--- config.mk ---
export PLATFORM = sky130hd
export DESIGN_NAME = logic_gate_unit
export DESIGN_NICKNAME = d
export VERILOG_FILES = /design/src/rtl/logic_gate_unit.sv
export SDC_FILE = /design/constraint.sdc
export NUM_CORES = 1
export LEC_CHECK = 0
export ABC_CLOCK_PERIOD_IN_PS = 2650
export CORE_MARGIN = 4
export CORE_UTILIZATION = 49
export DETAILED_ROUTE_END_ITERATION = 8
export PLACE_DENSITY = 0.78
export SYNTH_ARGS = -nofsm -noshare
export SYNTH_HDL_FRONTEND = slang
export SYNTH_SLANG_ARGS = --single-unit
--- constraint.sdc ---
create_clock -name clk -period 2.65 [get_ports clk]
set_clock_uncertainty 0.1 [all_clocks]
set_input_delay 0.3975 -clock clk [delete_from_list [all_inputs] [get_ports clk]]
set_output_delay 0.3975 -clock clk [all_outputs]
set_load 0.005 [all_outputs]
--- src/rtl/logic_gate_unit.sv ---
// Pipelined WIDTH-bit logic unit: eight bitwise ops with an optional accumulator
// operand, one register stage behind valid/ready, reduction flags and a saturating beat count.
module logic_gate_unit #(
    parameter int WIDTH = 8,
    parameter int CNT_W = 16
) (
    input  logic             clk,
    input  logic             rst_n,
    input  logic             in_valid,
    output logic             in_ready,
    input  logic [WIDTH-1:0] a,
    input  logic [WIDTH-1:0] b,
    input  logic [2:0]       op,
    input  logic             acc_mode,
    input  logic             acc_clr,
    output logic             out_valid,
    input  logic             out_ready,
    output logic [WIDTH-1:0] y,
    output logic             y_rand,
    output logic             y_ror,
    output logic             y_rxor,
    output logic [CNT_W-1:0] beat_cnt
);

    localparam logic [2:0] OP_AND  = 3'b000;
    localparam logic [2:0] OP_OR   = 3'b001;
    localparam logic [2:0] OP_XOR  = 3'b010;
    localparam logic [2:0] OP_NAND = 3'b011;
    localparam logic [2:0] OP_NOR  = 3'b100;
    localparam logic [2:0] OP_XNOR = 3'b101;
    localparam logic [2:0] OP_NOTA = 3'b110;
    localparam logic [2:0] OP_PASS = 3'b111;

    localparam logic [CNT_W-1:0] CNT_MAX = '1;

    logic             out_valid_q, out_valid_d;
    logic [WIDTH-1:0] y_q, y_d;
    logic             y_rand_q, y_rand_d;
    logic             y_ror_q, y_ror_d;
    logic             y_rxor_q, y_rxor_d;
    logic [WIDTH-1:0] acc_q, acc_d;
    logic [CNT_W-1:0] cnt_q, cnt_d;

    logic             accept;
    logic [WIDTH-1:0] s_opnd;
    logic [WIDTH-1:0] op_res;

    // The output register may be refilled in the same cycle it is drained.
    assign in_ready = !out_valid_q || out_ready;
    assign accept   = in_valid && in_ready;

    assign s_opnd = acc_mode ? acc_q : b;

    always_comb begin
        // NOTE: every combinational output gets a value on every path; a missing default infers a latch.
        op_res = a;
        case (op)
            OP_AND:  op_res = a & s_opnd;
            OP_OR:   op_res = a | s_opnd;
            OP_XOR:  op_res = a ^ s_opnd;
            OP_NAND: op_res = ~(a & s_opnd);
            OP_NOR:  op_res = ~(a | s_opnd);
            OP_XNOR: op_res = ~(a ^ s_opnd);
            OP_NOTA: op_res = ~a;
            OP_PASS: op_res = a;
            default: op_res = a;
        endcase
        if (acc_mode && acc_clr) begin
            op_res = a;
        end
    end

    always_comb begin
        out_valid_d = out_valid_q;
        y_d         = y_q;
        y_rand_d    = y_rand_q;
        y_ror_d     = y_ror_q;
        y_rxor_d    = y_rxor_q;
        acc_d       = acc_q;
        cnt_d       = cnt_q;
        if (accept) begin
            out_valid_d = 1'b1;
            y_d         = op_res;
            y_rand_d    = &op_res;
            y_ror_d     = |op_res;
            y_rxor_d    = ^op_res;
            if (acc_mode) begin
                acc_d = op_res;
            end
            if (cnt_q != CNT_MAX) begin
                cnt_d = cnt_q + CNT_W'(1);
            end
        end else if (out_ready) begin
            out_valid_d = 1'b0;
        end
    end

    always_ff @(posedge clk or negedge rst_n) begin
        // NOTE: the accumulator is a single register, not an array, so resetting it costs nothing and is required.
        if (!rst_n) begin
            out_valid_q <= 1'b0;
            y_q         <= '0;
            y_rand_q    <= 1'b0;
            y_ror_q     <= 1'b0;
            y_rxor_q    <= 1'b0;
            acc_q       <= '0;
            cnt_q       <= '0;
        end else begin
            // NOTE: non-blocking assignments so every register samples pre-edge values.
            out_valid_q <= out_valid_d;
            y_q         <= y_d;
            y_rand_q    <= y_rand_d;
            y_ror_q     <= y_ror_d;
            y_rxor_q    <= y_rxor_d;
            acc_q       <= acc_d;
            cnt_q       <= cnt_d;
        end
    end

    assign out_valid = out_valid_q;
    assign y         = y_q;
    assign y_rand    = y_rand_q;
    assign y_ror     = y_ror_q;
    assign y_rxor    = y_rxor_q;
    assign beat_cnt  = cnt_q;

endmodule

==> results.yml, run 1 <==
clocking:
  root_buffer: "clkbuf_8"
  cts_buffer_depth: 2
  hold_buffers: 0
  worstSkewPairLatency_ns: 0.29
  clock_sinks: 36
  htreeDepth: 2
  cts.reportedPaths.clkPinSlew_ns: 0.08
  cts_tree: "done"
  cts_buffers: 5
yosys:
  synth_flop_cell: "dfrtp_1"
  synth_top_area_share: 0.295
  yosys.area.top_type: "dfrtp_1"
  synth.avg_cell_area_sq_um: 9.23
  async_reset_ff_frac: 1.00
  mappedNetlistArea_sq_um: 3060
  synth_nets: 381
  yosys_warnings: 0
  synth_edf_count: 0
  synth_area_leaders: "dfrtp_1, ha_1, a31oi_1"
  ys_ff_latch: 36
  synthCells: 331
  synth_cell_type_count: 55
  ys_seq_area_frac: 0.295
run:
  drv_cap: 0
critical_path:
  crit_required_ns: 2.73
  critPathKind: "register to register"
  cp_slowest_cell: "dfrtp_1"
  critPathMaxStageDelay_ns: 0.43
  arrival_ns: 2.81
  rr_worst_depth: 10
  start_kind: "register"
  crit_top_cell: "ha_4"
  endpoint_kind: "register"
  crit_chain: "mux2i_4 > ha_4 > nor4_4 > buf_4 > o32ai_4 > a31o_1 > ha_4 > xnor2_2 > xnor2_1 > o21ai_1"
  cp_max_fo: 2
min_path:
  hold_path_depth: 2
  hold_class: "register to register"
timing:
  max_freq_ghz: 0.366
  fin_crit_sh: 1.03
  tightest_slew_ns: 0.726
  fin_ws_ns: -0.0845
  drv_slew: 0
  rsz0062_at_grt: "yes"
  maxSlewHeadroom: 0.514
  finalSetupViolCount: 1
  finalCriticalPeriod_ns: 2.73
  hold_viol_final: 0
power_and_ir_drop:
  vdd_drop_max_v: 0.000435
  power.total_mw: 2.53
  p_per_area_nw_per_um2: 534
  power.leakage_nw: 2.06
routing:
  ant_nets: 0
  via_per_inst: 6.52
  drc_errors: 0
  post_drt_wl_per_cell_microns: 21.1
  routed_wl_microns: 10900
  drtIter0Drc: 466
  vias: 3371
  drtPass1Iterations: 8
layout:
  final_cell_mix: "buf_4, clkdlybuf4s50_1, dfrtp_1"
  drive_gt1_frac: 0.328
  diodes: 0
  nNetsFinal: 491
  area_growth_pct: 55.1
  layout_commonest_cell: "buf_4"
  stdcell_count: 517
place:
  dpl.cell_count: 494
  port_buffers: 53
  gp_congestion: 0.917
  place_hpwl_microns: 6620
die:
  fp-row-count: 28
  core_sq_um: 5990
  die_area_sq_um: 7560
  die_y_microns: 87.0
  start_util: 0.510
  fp.dieW_microns: 87.0
  ioPinCount: 54
grt:
  grt_usage: 0.256
  grt_max_degree: 37
  first_global_vias: 3234
  antenna_found_initial: 0
  grt_first_pass_wirelength_microns: 15500
  grt_overflow: 0
outcome:
  failed_checks: "negative setup slack"
  status: "finished, violations left"
## Yosys cell counts, drive strengths merged, types with 9 or more instances
cell	n
a31o	14
a31oi	21
buf	14
dfrtp	36
ha	25
inv	23
nand2	10
nand2b	18
nand3	13
nor2	9
nor2b	11
nor3	15
o21ai	19
xor2	13
## area by class of cell
type                       instances  area (sq um)
clock inverter                     1          30.0
inverter                          23          90.1
fill                             349          1250
clock buffer                       7          96.3
timing repair buffer             122          1140
tap                               75          93.8
multi-input combinational        253          2380
sequential                        36           901
## worst paths after layout
| check | startpoint | end | slack [ns] |
|---|---|---|---|
| hold reg to reg | y_rand | y_rand | 0.39 |
| setup / recovery | acc_q[5] | y_rxor | -0.08 |
| setup reg to reg | acc_q[5] | y_rxor | -0.08 |
| max in group asynchronous | rst_n | y[2] | 1.68 |
| hold / removal | y_rand | y_rand | 0.39 |
| min in group asynchronous | rst_n | acc_q[0] | 0.43 |
## through the flow
stage / util / hold slack [ns] / setup TNS (ns) / area, sq um / setup slack, ns
6_report: 0.791 / 0.393 / -0.0845 / 4740 / -0.0845
2_1_floorplan: - / 0.00191 / -0.0786 / 3190 / -0.0786
4_1_cts: 0.736 / 0.394 / 0 / 4410 / 0.00506
5_1_grt: 0.791 / 0.412 / -0.216 / 4740 / -0.143
3_3_place_gp: 0.688 / 0.381 / -1.46 / 4120 / -0.578
3_5_place_dp: 0.688 / 0.378 / -1.88 / 4120 / -0.631
## state kept, by name, summed over array words and instances, names as in the netlist
register and count:
acc_q 8, beat_cnt 16, out_valid 1, y 8, y_rand 1, y_ror 1
y_rxor 1
## critical path: cells and delay by family (launching register included)
family,cells,cell delay (ns)
flops,1,0.43
simple gates,1,0.34
fa+ha+maj,2,0.48
xor+xnor,2,0.34
mux,1,0.22
buf+inv,1,0.20
compound gates,3,0.49
## cell families after synthesis
group,after synthesis,synth area share
and+or+nand+nor,111,0.235
AOI/OAI and AO/OA,90,0.222
buffers and inverters,42,0.0643
DFF,36,0.295
adders and majority gates,25,0.102
xor gates and xnor gates,18,0.0516
muxes,9,0.0299
## timing repair
item	CTS	global route
gates cloned	1	0
pin swaps	10	34
buffers inserted	3	11
resized for setup	23	46
endpoints found under the setup margin	3	3
## report_power, final
group / internal [mW] / switching, mW
sequential: 0.672 / 0.144
combinational: 0.642 / 0.535
clock: 0.332 / 0.207
## routing by layer
metal	global-route usage	wire, microns	vias to the layer above	part of all wire
met5	0	0	-	0
li1	-	-	1456	-
met2	0.435	5450	229	0.50
met4	0.0949	598	0	0.055
met3	0.0501	957	81	0.088
met1	0.321	3920	1605	0.36
No activity file was read; power rests on OpenSTA's default activity.
==> run 2: changes to the inputs <==
CORE_UTILIZATION = 45   (was 49)
PLACE_DENSITY = 0.73   (was 0.78)
==> run 2 against run 1 <==
Net effect: the flow now finishes without violations; critical path depth stayed put; clock-buffer cell count is 1 higher; worst hold slack worse by 0.30 ns; utilization is 8.1 points lower; routed wire length is 14% lower; maximum frequency is 6.5% higher; via count is 7.5% lower; largest power group unchanged.
==> results.yml, run 2 (synthesis gave the netlist of run 1 again) <==
routing:
  drc_errors: 0
  top_layer: "met4"
  post_drt_wl_per_cell_microns: 17.9
  ant_nets: 0
  wl_met3_microns: 578
  dr_wl_met2_microns: 4700
  via_per_inst: 5.94
  vias: 3119
  wl_met1_microns: 3960
  drtPass1Iterations: 5
  drtIter0Drc: 242
  routed_wl_microns: 9390
critical_path:
  path_delay_family: "compound AO/OA/AOI/OAI gates"
  critPathMaxStageDelay_ns: 0.51
  endpoint_kind: "register"
  cp_slowest_cell: "clkdlybuf4s50_1"
  crit_required_ns: 2.73
  path_buf_inv: 2
  r2r_start: "acc_q[5]"
  worstSetupStartpoint: "a[0]"
  arrival_ns: 2.65
  cp_max_fo: 3
  crit_chain: "clkdlybuf4s50_1 > inv_1 > ha_1 > a32o_2 > o32ai_4 > a31o_1 > ha_4 > xnor2_2 > xnor2_1 > o21ai_1"
  start_kind: "primary input"
  critPathKind: "primary input to register"
timing:
  tightest_slew_ns: 0.802
  drv_slew: 0
  fin_ws_ns: 0.0817
  max_freq_ghz: 0.389
  finalCriticalPeriod_ns: 2.57
  fin_crit_sh: 0.969
  hold_viol_final: 0
  finalSetupViolCount: 0
  maxSlewHeadroom: 0.466
outcome:
  status: "completed"
clocking:
  hold_buffers: 0
  root_buffer: "clkbuf_8"
  cts_tree: "done"
  worstSkewPairLatency_ns: 0.29
  htreeDepth: 2
  cts_buffers: 5
  clock_sinks: 36
  cts.reportedPaths.clkPinSlew_ns: 0.07
  cts_buffer_depth: 2
grt:
  grt_first_pass_wirelength_microns: 15200
  grt_max_degree: 37
  grt_usage: 0.225
  antenna_found_initial: 0
  grt_overflow: 0
  first_global_vias: 3103
place:
  place_ws_ns: -0.661
  place_hpwl_microns: 6930
  port_buffers: 53
  placed_area_sq_um: 4130
  dpl.cell_count: 500
  gp_congestion: 0.920
power_and_ir_drop:
  vdd_drop_max_v: 0.000450
  power.leakage_nw: 2.03
  p_per_area_nw_per_um2: 502
  power.total_mw: 2.30
die:
  core_sq_um: 6460
  start_util: 0.473
  fp.dieW_microns: 90.4
  die_y_microns: 90.4
  fp-row-count: 29
  ioPinCount: 54
  die_area_sq_um: 8170
layout:
  area_growth_pct: 50.2
  largest_register_ff_count: 16
  final_cell_mix: "buf_4, clkdlybuf4s50_1, dfrtp_1"
  stdcell_count: 525
  nNetsFinal: 497
  utilization: 0.710
  drive_gt1_frac: 0.313
  layout_commonest_cell: "buf_4"
  diodes: 0
  design_area_sq_um: 4590
run:
  drv_cap: 0
min_path:
  hold_class: "primary input to async pin"
==> run 2: routing by layer <==
metal / up-vias / track usage
li1: 1468 / -
met1: 1524 / 0.290
met2: 110 / 0.381
met3: 17 / 0.0442
met4: 0 / 0.0651
met5: - / 0
==> run 2: final timing paths <==
kind,depth (start not counted),slack [ns],to
setup / recovery,10,0.08,y_rxor
hold / removal,1,0.09,beat_cnt[9]
setup reg to reg,9,0.11,y_rxor
hold reg to reg,1,0.41,y_ror
max in group asynchronous,1,1.85,acc_q[7]
min in group clk,1,0.41,y_ror
==> run 2: area by class of cell <==
cell class | instances | area (sq um)
Fill cell | 479 | 1870
Clock buffer | 8 | 90.1
Sequential cell | 36 | 901
Tap cell | 77 | 96.3
Timing Repair Buffer | 128 | 1160
Multi-Input combinational cell | 253 | 2250
Inverter | 23 | 90.1
==> run 2: report_power, final <==
group	switching, mW	internal (mW)
Clock	0.198	0.212
Combinational	0.469	0.609
Sequential	0.143	0.672
Total	0.811	1.49
==> run 2: through the flow <==
step                      hold slack [ns]  setup TNS [ns]
after detailed placement            0.384           -1.79
after global placement              0.377           -1.71
after CTS                           0.114               0
after floorplan                   0.00191         -0.0786
final                              0.0887               0
after global routing                0.148        -0.00503
==> run 2: repair_timing <==
item | in CTS | in global routing
setup buffers | 9 | 9
setup endpoints to repair | 3 | 3
pin swaps | 12 | 23
gates resized for setup | 25 | 31
